--- src/rtl/cell_assembler.sv ---
// -----------------------------------------------------------------------------
// cell_assembler
//
// Purpose:
//   Collects a (CELL_ROW_PNUM+2) x (CELL_COL_PNUM+2) pixel neighbourhood from
//   the frame-fetch row stream, one row per beat. It packs the rows into a
//   single cell word made of the inner pixel block plus four border strips.
//   The four corner pixels are dropped. The assembler also tracks where the
//   cell sits in the frame and raises top/bottom/left/right mask enables for
//   the cell masking stage that follows.
//
// Packing (MSB first):
//   cell_o = {inner, top, left, right, bottom}
//   In inner, row 0 is at the top. Within a row, the leftmost inner pixel is
//   at the MSB. In every strip, element 0 is at the MSB.
//
// Ports:
//   clk           clock; all logic runs on the rising edge
//   rst           synchronous active-high reset
//   row_i         one neighbourhood row; pixel 0 (leftmost) in the top bits
//   row_valid_i   row_i valid
//   row_ready_o   assembler accepts a row (high while filling)
//   cell_o        packed cell word
//   cell_valid_o  cell_o, mask enables and position are valid
//   cell_ready_i  downstream accepts the cell
//   t/b/l/r_msk_en_o  cell touches the top/bottom/left/right frame edge
//   cell_col_o    column index of the cell being filled or held
//   cell_row_o    row index of the cell being filled or held
//   frame_done_o  one-cycle pulse after the last cell of a frame is accepted
// -----------------------------------------------------------------------------
module cell_assembler #(
    parameter int PIXEL_WIDTH     = 8,
    parameter int CELL_ROW_PNUM   = 8,
    parameter int CELL_COL_PNUM   = 8,
    parameter int CELL_WIDTH      = 768,
    parameter int FRAME_CELL_COLS = 40,
    parameter int FRAME_CELL_ROWS = 30,
    localparam int ROW_IN_W = (CELL_ROW_PNUM + 2) * PIXEL_WIDTH,
    localparam int COL_W    = (FRAME_CELL_COLS > 1) ? $clog2(FRAME_CELL_COLS) : 1,
    localparam int ROWS_W   = (FRAME_CELL_ROWS > 1) ? $clog2(FRAME_CELL_ROWS) : 1
) (
    input  logic                  clk,
    input  logic                  rst,
    input  logic [ROW_IN_W-1:0]   row_i,
    input  logic                  row_valid_i,
    output logic                  row_ready_o,
    output logic [CELL_WIDTH-1:0] cell_o,
    output logic                  cell_valid_o,
    input  logic                  cell_ready_i,
    output logic                  t_msk_en_o,
    output logic                  b_msk_en_o,
    output logic                  l_msk_en_o,
    output logic                  r_msk_en_o,
    output logic [COL_W-1:0]      cell_col_o,
    output logic [ROWS_W-1:0]     cell_row_o,
    output logic                  frame_done_o
);

    localparam int ROW_BITS    = CELL_ROW_PNUM * PIXEL_WIDTH;
    localparam int INNER_BITS  = ROW_BITS * CELL_COL_PNUM;
    localparam int VSTRIP_BITS = CELL_COL_PNUM * PIXEL_WIDTH;
    localparam int LAST_BEAT   = CELL_COL_PNUM + 1;
    localparam int BEAT_W      = $clog2(CELL_COL_PNUM + 2);

    typedef enum logic {
        FILL = 1'b0,
        HOLD = 1'b1
    } state_t;

    state_t                  state_q;
    state_t                  state_d;
    logic [BEAT_W-1:0]       beat_q;
    logic [BEAT_W-1:0]       slot;
    logic                    last_beat;
    logic                    row_fire;
    logic                    cell_fire;
    logic                    col_last;
    logic                    row_last;

    logic [INNER_BITS-1:0]   inner_q;
    logic [ROW_BITS-1:0]     top_q;
    logic [ROW_BITS-1:0]     bottom_q;
    logic [VSTRIP_BITS-1:0]  left_q;
    logic [VSTRIP_BITS-1:0]  right_q;

    logic [ROW_BITS-1:0]     row_inner_px;
    logic [PIXEL_WIDTH-1:0]  row_first_px;
    logic [PIXEL_WIDTH-1:0]  row_last_px;

    logic [COL_W-1:0]        pos_col_q;
    logic [ROWS_W-1:0]       pos_row_q;
    logic                    t_q;
    logic                    b_q;
    logic                    l_q;
    logic                    r_q;
    logic                    frame_done_q;

    // Split the incoming row into its corner/edge pixels and the inner run.
    // Beats 1..N-2 land in the inner block and side strips. Slot counts down
    // from the top so that inner row 0 and strip element 0 end up at the MSB
    // end of their fields.
    assign row_first_px = row_i[ROW_IN_W-1 -: PIXEL_WIDTH];
    assign row_last_px  = row_i[PIXEL_WIDTH-1:0];
    assign row_inner_px = row_i[ROW_IN_W-PIXEL_WIDTH-1 : PIXEL_WIDTH];
    assign slot         = BEAT_W'(CELL_COL_PNUM) - beat_q;
    assign last_beat    = (beat_q == BEAT_W'(LAST_BEAT));
    assign row_fire     = row_valid_i & row_ready_o;
    assign cell_fire    = cell_valid_o & cell_ready_i;
    assign col_last     = (pos_col_q == COL_W'(FRAME_CELL_COLS - 1));
    assign row_last     = (pos_row_q == ROWS_W'(FRAME_CELL_ROWS - 1));

    // State register for the fill/hold controller.
    always_ff @(posedge clk) begin
        if (rst) begin
            state_q <= FILL;
        end else begin
            state_q <= state_d;
        end
    end

    // Next-state and handshake outputs. The FSM accepts rows only while
    // filling and presents the cell only while holding, so a fill never
    // overlaps a hold. This is what guarantees that the cell word stays
    // stable until it is accepted.
    always_comb begin
        state_d      = state_q;
        row_ready_o  = 1'b0;
        cell_valid_o = 1'b0;
        case (state_q)
            FILL: begin
                row_ready_o = 1'b1;
                if (row_valid_i && last_beat) begin
                    state_d = HOLD;
                end
            end
            HOLD: begin
                cell_valid_o = 1'b1;
                if (cell_ready_i) begin
                    state_d = FILL;
                end
            end
            default: begin
                state_d = FILL;
            end
        endcase
    end

    // Beat counter. It advances on each accepted row and parks on the last
    // beat while the cell is held. The cell handshake clears it so that the
    // next accepted row is beat 0.
    always_ff @(posedge clk) begin
        if (rst) begin
            beat_q <= '0;
        end else if (cell_fire) begin
            beat_q <= '0;
        end else if (row_fire && !last_beat) begin
            beat_q <= beat_q + BEAT_W'(1);
        end
    end

    // Cell storage. The first and last beats fill the top and bottom strips.
    // The beats in between fill one inner row each, plus one element of the
    // left and right strips. Corner pixels of the first and last beats are
    // never stored.
    always_ff @(posedge clk) begin
        if (rst) begin
            inner_q  <= '0;
            top_q    <= '0;
            bottom_q <= '0;
            left_q   <= '0;
            right_q  <= '0;
        end else if (row_fire) begin
            if (beat_q == '0) begin
                top_q <= row_inner_px;
            end else if (last_beat) begin
                bottom_q <= row_inner_px;
            end else begin
                inner_q[slot*ROW_BITS +: ROW_BITS]       <= row_inner_px;
                left_q[slot*PIXEL_WIDTH +: PIXEL_WIDTH]  <= row_first_px;
                right_q[slot*PIXEL_WIDTH +: PIXEL_WIDTH] <= row_last_px;
            end
        end
    end

    // Mask enables are captured from the current position on the final row
    // handshake. They are therefore valid in the same cycle as cell_valid_o
    // and cannot change while the cell is held.
    always_ff @(posedge clk) begin
        if (rst) begin
            t_q <= 1'b0;
            b_q <= 1'b0;
            l_q <= 1'b0;
            r_q <= 1'b0;
        end else if (row_fire && last_beat) begin
            t_q <= (pos_row_q == '0);
            b_q <= row_last;
            l_q <= (pos_col_q == '0);
            r_q <= col_last;
        end
    end

    // Frame position. It steps raster-order on every accepted cell and wraps
    // at the frame edges. The frame-done pulse is registered, so it appears
    // in the cycle after the final cell of the frame is accepted and lasts
    // exactly one cycle.
    always_ff @(posedge clk) begin
        if (rst) begin
            pos_col_q    <= '0;
            pos_row_q    <= '0;
            frame_done_q <= 1'b0;
        end else begin
            frame_done_q <= cell_fire && col_last && row_last;
            if (cell_fire) begin
                if (col_last) begin
                    pos_col_q <= '0;
                    if (row_last) begin
                        pos_row_q <= '0;
                    end else begin
                        pos_row_q <= pos_row_q + ROWS_W'(1);
                    end
                end else begin
                    pos_col_q <= pos_col_q + COL_W'(1);
                end
            end
        end
    end

    assign cell_o       = {inner_q, top_q, left_q, right_q, bottom_q};
    assign t_msk_en_o   = t_q;
    assign b_msk_en_o   = b_q;
    assign l_msk_en_o   = l_q;
    assign r_msk_en_o   = r_q;
    assign cell_col_o   = pos_col_q;
    assign cell_row_o   = pos_row_q;
    assign frame_done_o = frame_done_q;

endmodule

--- config.mk ---
export PLATFORM = sky130hd
export DESIGN_NAME = cell_assembler
export DESIGN_NICKNAME = d
export VERILOG_FILES = /design/src/rtl/cell_assembler.sv
export SDC_FILE = /design/constraint.sdc
export NUM_CORES = 2
export LEC_CHECK = 0
export BUFFER_PORTS_ARGS = -buffer_cell sky130_fd_sc_hd__buf_2
export CAP_MARGIN = 20
export CORE_AREA = 3 3 336 338
export DETAILED_ROUTE_END_ITERATION = 7
export DIE_AREA = 0 0 339 341
export GPL_ROUTABILITY_DRIVEN = 0
export HOLD_SLACK_MARGIN = 0.08
export PLACE_DENSITY = 0.52
export SLEW_MARGIN = 20
export SYNTH_ARGS = -nofsm -noshare
export SYNTH_HDL_FRONTEND = slang
export SYNTH_SLANG_ARGS = --single-unit
--- constraint.sdc ---
create_clock -name clk -period 8.65 [get_ports clk]
set_input_delay 0.4325 -clock clk [delete_from_list [all_inputs] [get_ports clk]]
set_output_delay 0.4325 -clock clk [all_outputs]
set_load 0.005 [all_outputs]
Word-level counts from Yosys, hierarchy flattened
Cells that the tools add are included.

word-level totals
  register bits = 789
  bits in latches = 0
  RAM bits = 0
  memory bits (read-only) = 0
  output and inout port bits = 786
  logic and storage cells = 57
  memories = 0

operators by class
  add/subtract/negate cells = 6
  multiply operators = 0
  divide/modulo/power cells = 0
  order comparisons = 0
  eq/ne operators = 3
  shift-type cells = 5
  multiplexer cells = 10
  bitwise gates (word level) = 5
  reductions and logical operators = 14

operator list
  cell                                                                       count
  512-bit bitwise mux                                                        1
  64-bit by 34-bit variable shift with 512-bit output, first input constant  1
  64-bit by 34-bit variable part select with 512-bit output                  1
  64-bit bitwise mux                                                         2
  8-bit by 34-bit variable part select with 64-bit output                    2
  8-bit by 34-bit variable shift with 64-bit output, first input constant    1
  10-bit negation with 34-bit output                                         1
  7-bit negation with 34-bit output                                          1
  6-bit by 1-bit adder with 6-bit output, second input constant              1
  6-bit equality test, second input constant                                 1
  6-bit zero test                                                            1
  6-bit two-way mux                                                          1
  3-bit AND reduction                                                        2
  5-bit by 1-bit adder with 5-bit output, second input constant              1
  5-bit equality test, second input constant                                 1
  1-bit logical AND                                                          5
  5-bit zero test                                                            1
  5-bit two-way mux                                                          1
  4-bit by 1-bit adder with 4-bit output, second input constant              1
  4-bit equality test, second input constant                                 1
  4-bit zero test                                                            1
  1-bit two-way mux                                                          4
  2-bit AND reduction                                                        2
  4-bit subtractor, first input constant                                     1
  5 further kinds                                                            8

Logic depth before layout (Yosys ltp)
  word-level depth = 4
  depth in mapped cells = 13
  mapped depth without buffers = 10

Least setup slack after synthesis
OpenSTA, ideal clock, no wires.

  path type = reg2reg
  start point = register beat_q[0]
  end point = register inner_q[62]
  setup time = 0.132 ns
  arrival time = 2.856 ns
  required time = 8.518 ns
  slack = 5.662 ns
  cell stages (with the launch flop) = 13
  period minus slack after synthesis = 2.988 ns
  cell sequence = dfxtp_1 -> buf_2 -> inv_1 -> ha_1 -> xnor2_2 -> nor3_1 -> ha_1 -> or4_1 -> or3_1 -> buf_2 -> clkbuf_1 -> nand2_1 -> a21oi_1

on the way
  cells in the longest elaborated chain, start to end = 4
  elaborated cells on any way between the ends = 10
  classes of those cells = 2 x add/sub; 1 x eq/ne; 2 x shift; 1 x mux; 2 x bitwise; 2 x reduce/logical

ends and longest elaborated chain
  element                                                                                                                                  RTL line  RTL
  start: declaration                                                                                                                       72        logic [BEAT_W-1:0] beat_q;
  start signal: assignment                                                                                                                 157       beat_q <= beat_q + BEAT_W'(1);
  4-bit subtractor                                                                                                                         105       assign slot = BEAT_W'(CELL_COL_PNUM) - beat_q;
  10-bit negation with 34-bit output                                                                                                       178       inner_q[slot*ROW_BITS +: ROW_BITS] <= row_inner_px;
  64-bit by 34-bit variable part select with 512-bit output / 64-bit by 34-bit variable shift with 512-bit output (equally long branches)  178
  512-bit bitwise mux                                                                                                                      178
  end signal: indexed assignment                                                                                                           178
  end: declaration                                                                                                                         80        logic [INNER_BITS-1:0] inner_q;

Several ways; a longest one is shown, not always the timed one.
A chain may end at the register's enable or synchronous reset.

Worst setup path in the final report
  start point = register beat_q[0]
  end point = register left_q[63]

on the way
  cells in the longest elaborated chain, start to end = 4
  elaborated cells on any way between the ends = 10
  classes of those cells = 2 x add/sub; 1 x eq/ne; 2 x shift; 1 x mux; 2 x bitwise; 2 x reduce/logical

ends and longest elaborated chain
  element                                                                                                                              RTL line  RTL
  4-bit subtractor                                                                                                                     105
  7-bit negation with 34-bit output                                                                                                    179       left_q[slot*PIXEL_WIDTH +: PIXEL_WIDTH] <= row_first_px;
  8-bit by 34-bit variable part select with 64-bit output / 8-bit by 34-bit variable shift with 64-bit output (equally long branches)  179
  64-bit bitwise mux                                                                                                                   179
  end signal: indexed assignment                                                                                                       179
  end: declaration                                                                                                                     83        logic [VSTRIP_BITS-1:0] left_q;

Several ways; a longest one is shown, not always the timed one.

==> impl_metrics.py <==
metrics = {
    "layout": {
        "n_fill_cell": 11600,
        "seq_area_um2": 15800,
        "fin_nets": 3891,
        "drive_above_1_share_pct": 27.6,
        "area_delta_synth_final_pct": 30.9,
        "multi_input_area_um2": 10600,
    },
    "detailed_routing": {
        "drc_errors": 0,
        "wl_per_cell_um": 22.0,
        "wl_mm": 118,
        "drt_iter0_drc": 1846,
        "vias_per_cell": 4.64,
        "first_pass_iters": 5,
        "ant_nets": 0,
        "vias": 24800,
    },
    "global_route": {
        "grt_max_degree": 118,
        "grt_pass1_vias": 23800,
        "antenna_found_initial": 2,
        "overflow": 0,
        "grt_pass1_wl_mm": 169,
        "grt.total_usage_pct": 19.4,
    },
    "synth": {
        "yosys.area.top_type": "dfxtp_1",
        "yosysSeqAreaShare_pct": 56.8,
        "yosysMostFrequentCell": "dfxtp_1",
        "synthCells": 3070,
        "ys_warn_count": 0,
        "syn_nets": 3167,
        "synth.avg_cell_area_um2": 9.06,
        "synth_top_area_share_pct": 56.8,
        "synth.distinct_cells": 41,
        "synthArstFlopShare_pct": 0,
        "yosys-top-cells-area": "dfxtp_1 (57%), nand2_1 (10%), nand3b_1 (8.7%)",
        "syn_area_um2": 27800,
        "synth_edf_count": 0,
        "synthTopCellsByCount": "dfxtp_1 (789), nand2_1 (755), nand3b_1 (321)",
        "synth_ff_type": "dfxtp_1",
        "ys_ff_latch": 789,
    },
    "timing": {
        "finalSetupViolations": 0,
        "relSlewSlack_pct": 23.7,
        "clock_skew_ns": 0.0262,
        "fin_crit_sh_pct": 50.9,
        "fin_crit_ns": 4.41,
        "tightest_slew_ns": 1.14,
        "hold_viol": 0,
        "timing.fmax_mhz": 227,
        "maxSlewViolCount": 0,
        "rsz0062_at_grt": "false",
        "final.setup.tns_ns": 0,
    },
    "critical_path": {
        "crit_buf_inv": 2,
        "path_cells": "inv_1 -> ha_1 -> xnor2_2 -> nor3_1 -> ha_1 -> o211a_1 -> nand3_4 -> buf_4 -> nand3b_1 -> o21ai_0",
        "start_kind": "flop",
        "path_max_fanout": 90,
        "slowest_delay_ns": 0.68,
        "critPathKind": "flop to flop",
        "critPathTopFamily": "simple AND/OR/NAND/NOR gates",
        "path_common_cell": "ha_1",
        "crit_path_end_kind": "flop",
        "crit_slowest_cell": "nand3_4",
        "crit_required_ns": 9.14,
        "crit_arrival_ns": 4.90,
    },
    "flow_run": {
        "maxCapViolations": 0,
    },
    "floorplanning": {
        "core_um2": 110000,
        "die_area_um2": 116000,
        "start_util_pct": 25.2,
        "ios": 870,
        "die_w_um": 339,
        "die-height_um": 341,
        "core.rowCount": 122,
    },
    "clock_tree": {
        "post_cts_buffers": 0,
        "hold_buffers": 43,
        "tritoncts": "done",
        "insertion_delay_ns": 0.66,
        "root_buffer": "clkbuf_16",
        "clock-sinks": 789,
        "cts_resized": 0,
        "cts_buffers": 89,
        "htreeDepth": 3,
        "cts_buffer_depth": 3,
        "clk_pin_slew_ns": 0.06,
    },
    "pwr": {
        "vdd_ir_drop_max_v": 0.000143,
        "powerDensity_nw_per_um2": 220,
        "totalPowerFinal_mw": 8.00,
        "leakage_nw": 15.2,
    },
    "hold_path": {
        "hold_path.class": "input port to flop",
    },
    "outcome": {
        "status": "finished clean",
    },
    "place": {
        "numPortBuffers": 869,
        "hpwlAfterDp_mm": 79.1,
    },
}
## state kept, by name, indices dropped and copies added (netlist names)
name          flops
bottom_q         64
b_msk_en_o        1
state_q           1
t_msk_en_o        1
cell_row_o        5
r_msk_en_o        1
top_q            64
right_q          64
l_msk_en_o        1
frame_done_o      1
beat_q            4
left_q           64
inner_q         512
cell_col_o        6
## layer usage
layer	GRT usage, %	vias up	wire length [µm]
met5	0	-	0
met1	23.4	11900	47900
li1	-	11900	-
met3	5.67	181	9520
met2	32.9	891	56800
met4	6.97	0	3610
## through the flow
step	instance area [µm²]	util (%)	setup WS [ns]	instances	hold slack [ns]
after floorplan	27800	-	5.66	3070	0.448
after global placement	32900	29.8	4.38	5144	0.435
after detailed placement	33000	29.9	4.26	5146	0.441
after CTS	36400	33.0	4.24	5345	0.0813
after global routing	36400	33.0	3.85	5347	0.118
final	36400	33.0	4.24	5349	0.149
## cell families after synthesis
| kind of cell | synth area share [%] |
|---|---|
| compound gates | 16.3 |
| xor+xnor | 0.495 |
| fa+ha+maj | 0.585 |
| buf+inv | 5.47 |
| flops | 56.8 |
| mux | 0.0720 |
| simple gates | 20.3 |
## report_power, final
group          total [mW]  internal (mW)  leakage, nW  switching, mW
registers            3.69           3.67         6.36         0.0188
clock network        3.87           2.28         1.45           1.59
logic               0.445          0.128         7.44          0.317
## final cells by class
cell class	instances	area share [%]
diodes	2	0.0137
clock buffers	127	7.06
clock inverters	29	1.08
inverters	7	0.0721
multi-input cells	1957	29.2
flip-flops and latches	789	43.4
well taps	1488	5.11
repair buffers	950	14.1
## worst paths after layout
check        cells after the start                    start  slack, ns                  endpoint
max                             10   beat_q[0]$_SDFFE_PP0P_       4.24   left_q[63]$_SDFFE_PP0P_
min                              3                row_i[35]       0.15  inner_q[27]$_SDFFE_PP0P_
max reg2reg                     10   beat_q[0]$_SDFFE_PP0P_       4.24   left_q[63]$_SDFFE_PP0P_
min reg2reg                      2  t_msk_en_o$_SDFFE_PP0P_       0.45   t_msk_en_o$_SDFFE_PP0P_
## worst register-to-register path, cell delays in order (launching register included)
cell and delay [ns]:
dfxtp_1 0.59, inv_1 0.25, ha_1 0.36, xnor2_2 0.31
nor3_1 0.09, ha_1 0.33, o211a_1 0.39, nand3_4 0.68
buf_4 0.71, nand3b_1 0.43, o21ai_0 0.10
## cells in the final DEF, fill, tap and decap left out, drive strengths merged, types with 6 or more instances in the layout
master | synthesis | routed
bufinv | 0 | 7
nand2 | 755 | 755
clkinv | 0 | 15
inv | 7 | 10
o21ai | 322 | 322
nand3 | 6 | 6
clkbuf | 202 | 127
nand4 | 7 | 7
a22o | 160 | 160
dlygate4sd3 | 0 | 43
xor2 | 8 | 8
buf | 115 | 907
nand3b | 321 | 321
a21oi | 298 | 298
nor2 | 17 | 17
ha | 13 | 13
xnor2 | 6 | 6
dfxtp | 789 | 789
nor3 | 19 | 19
(Power assumes the default switching activity.)
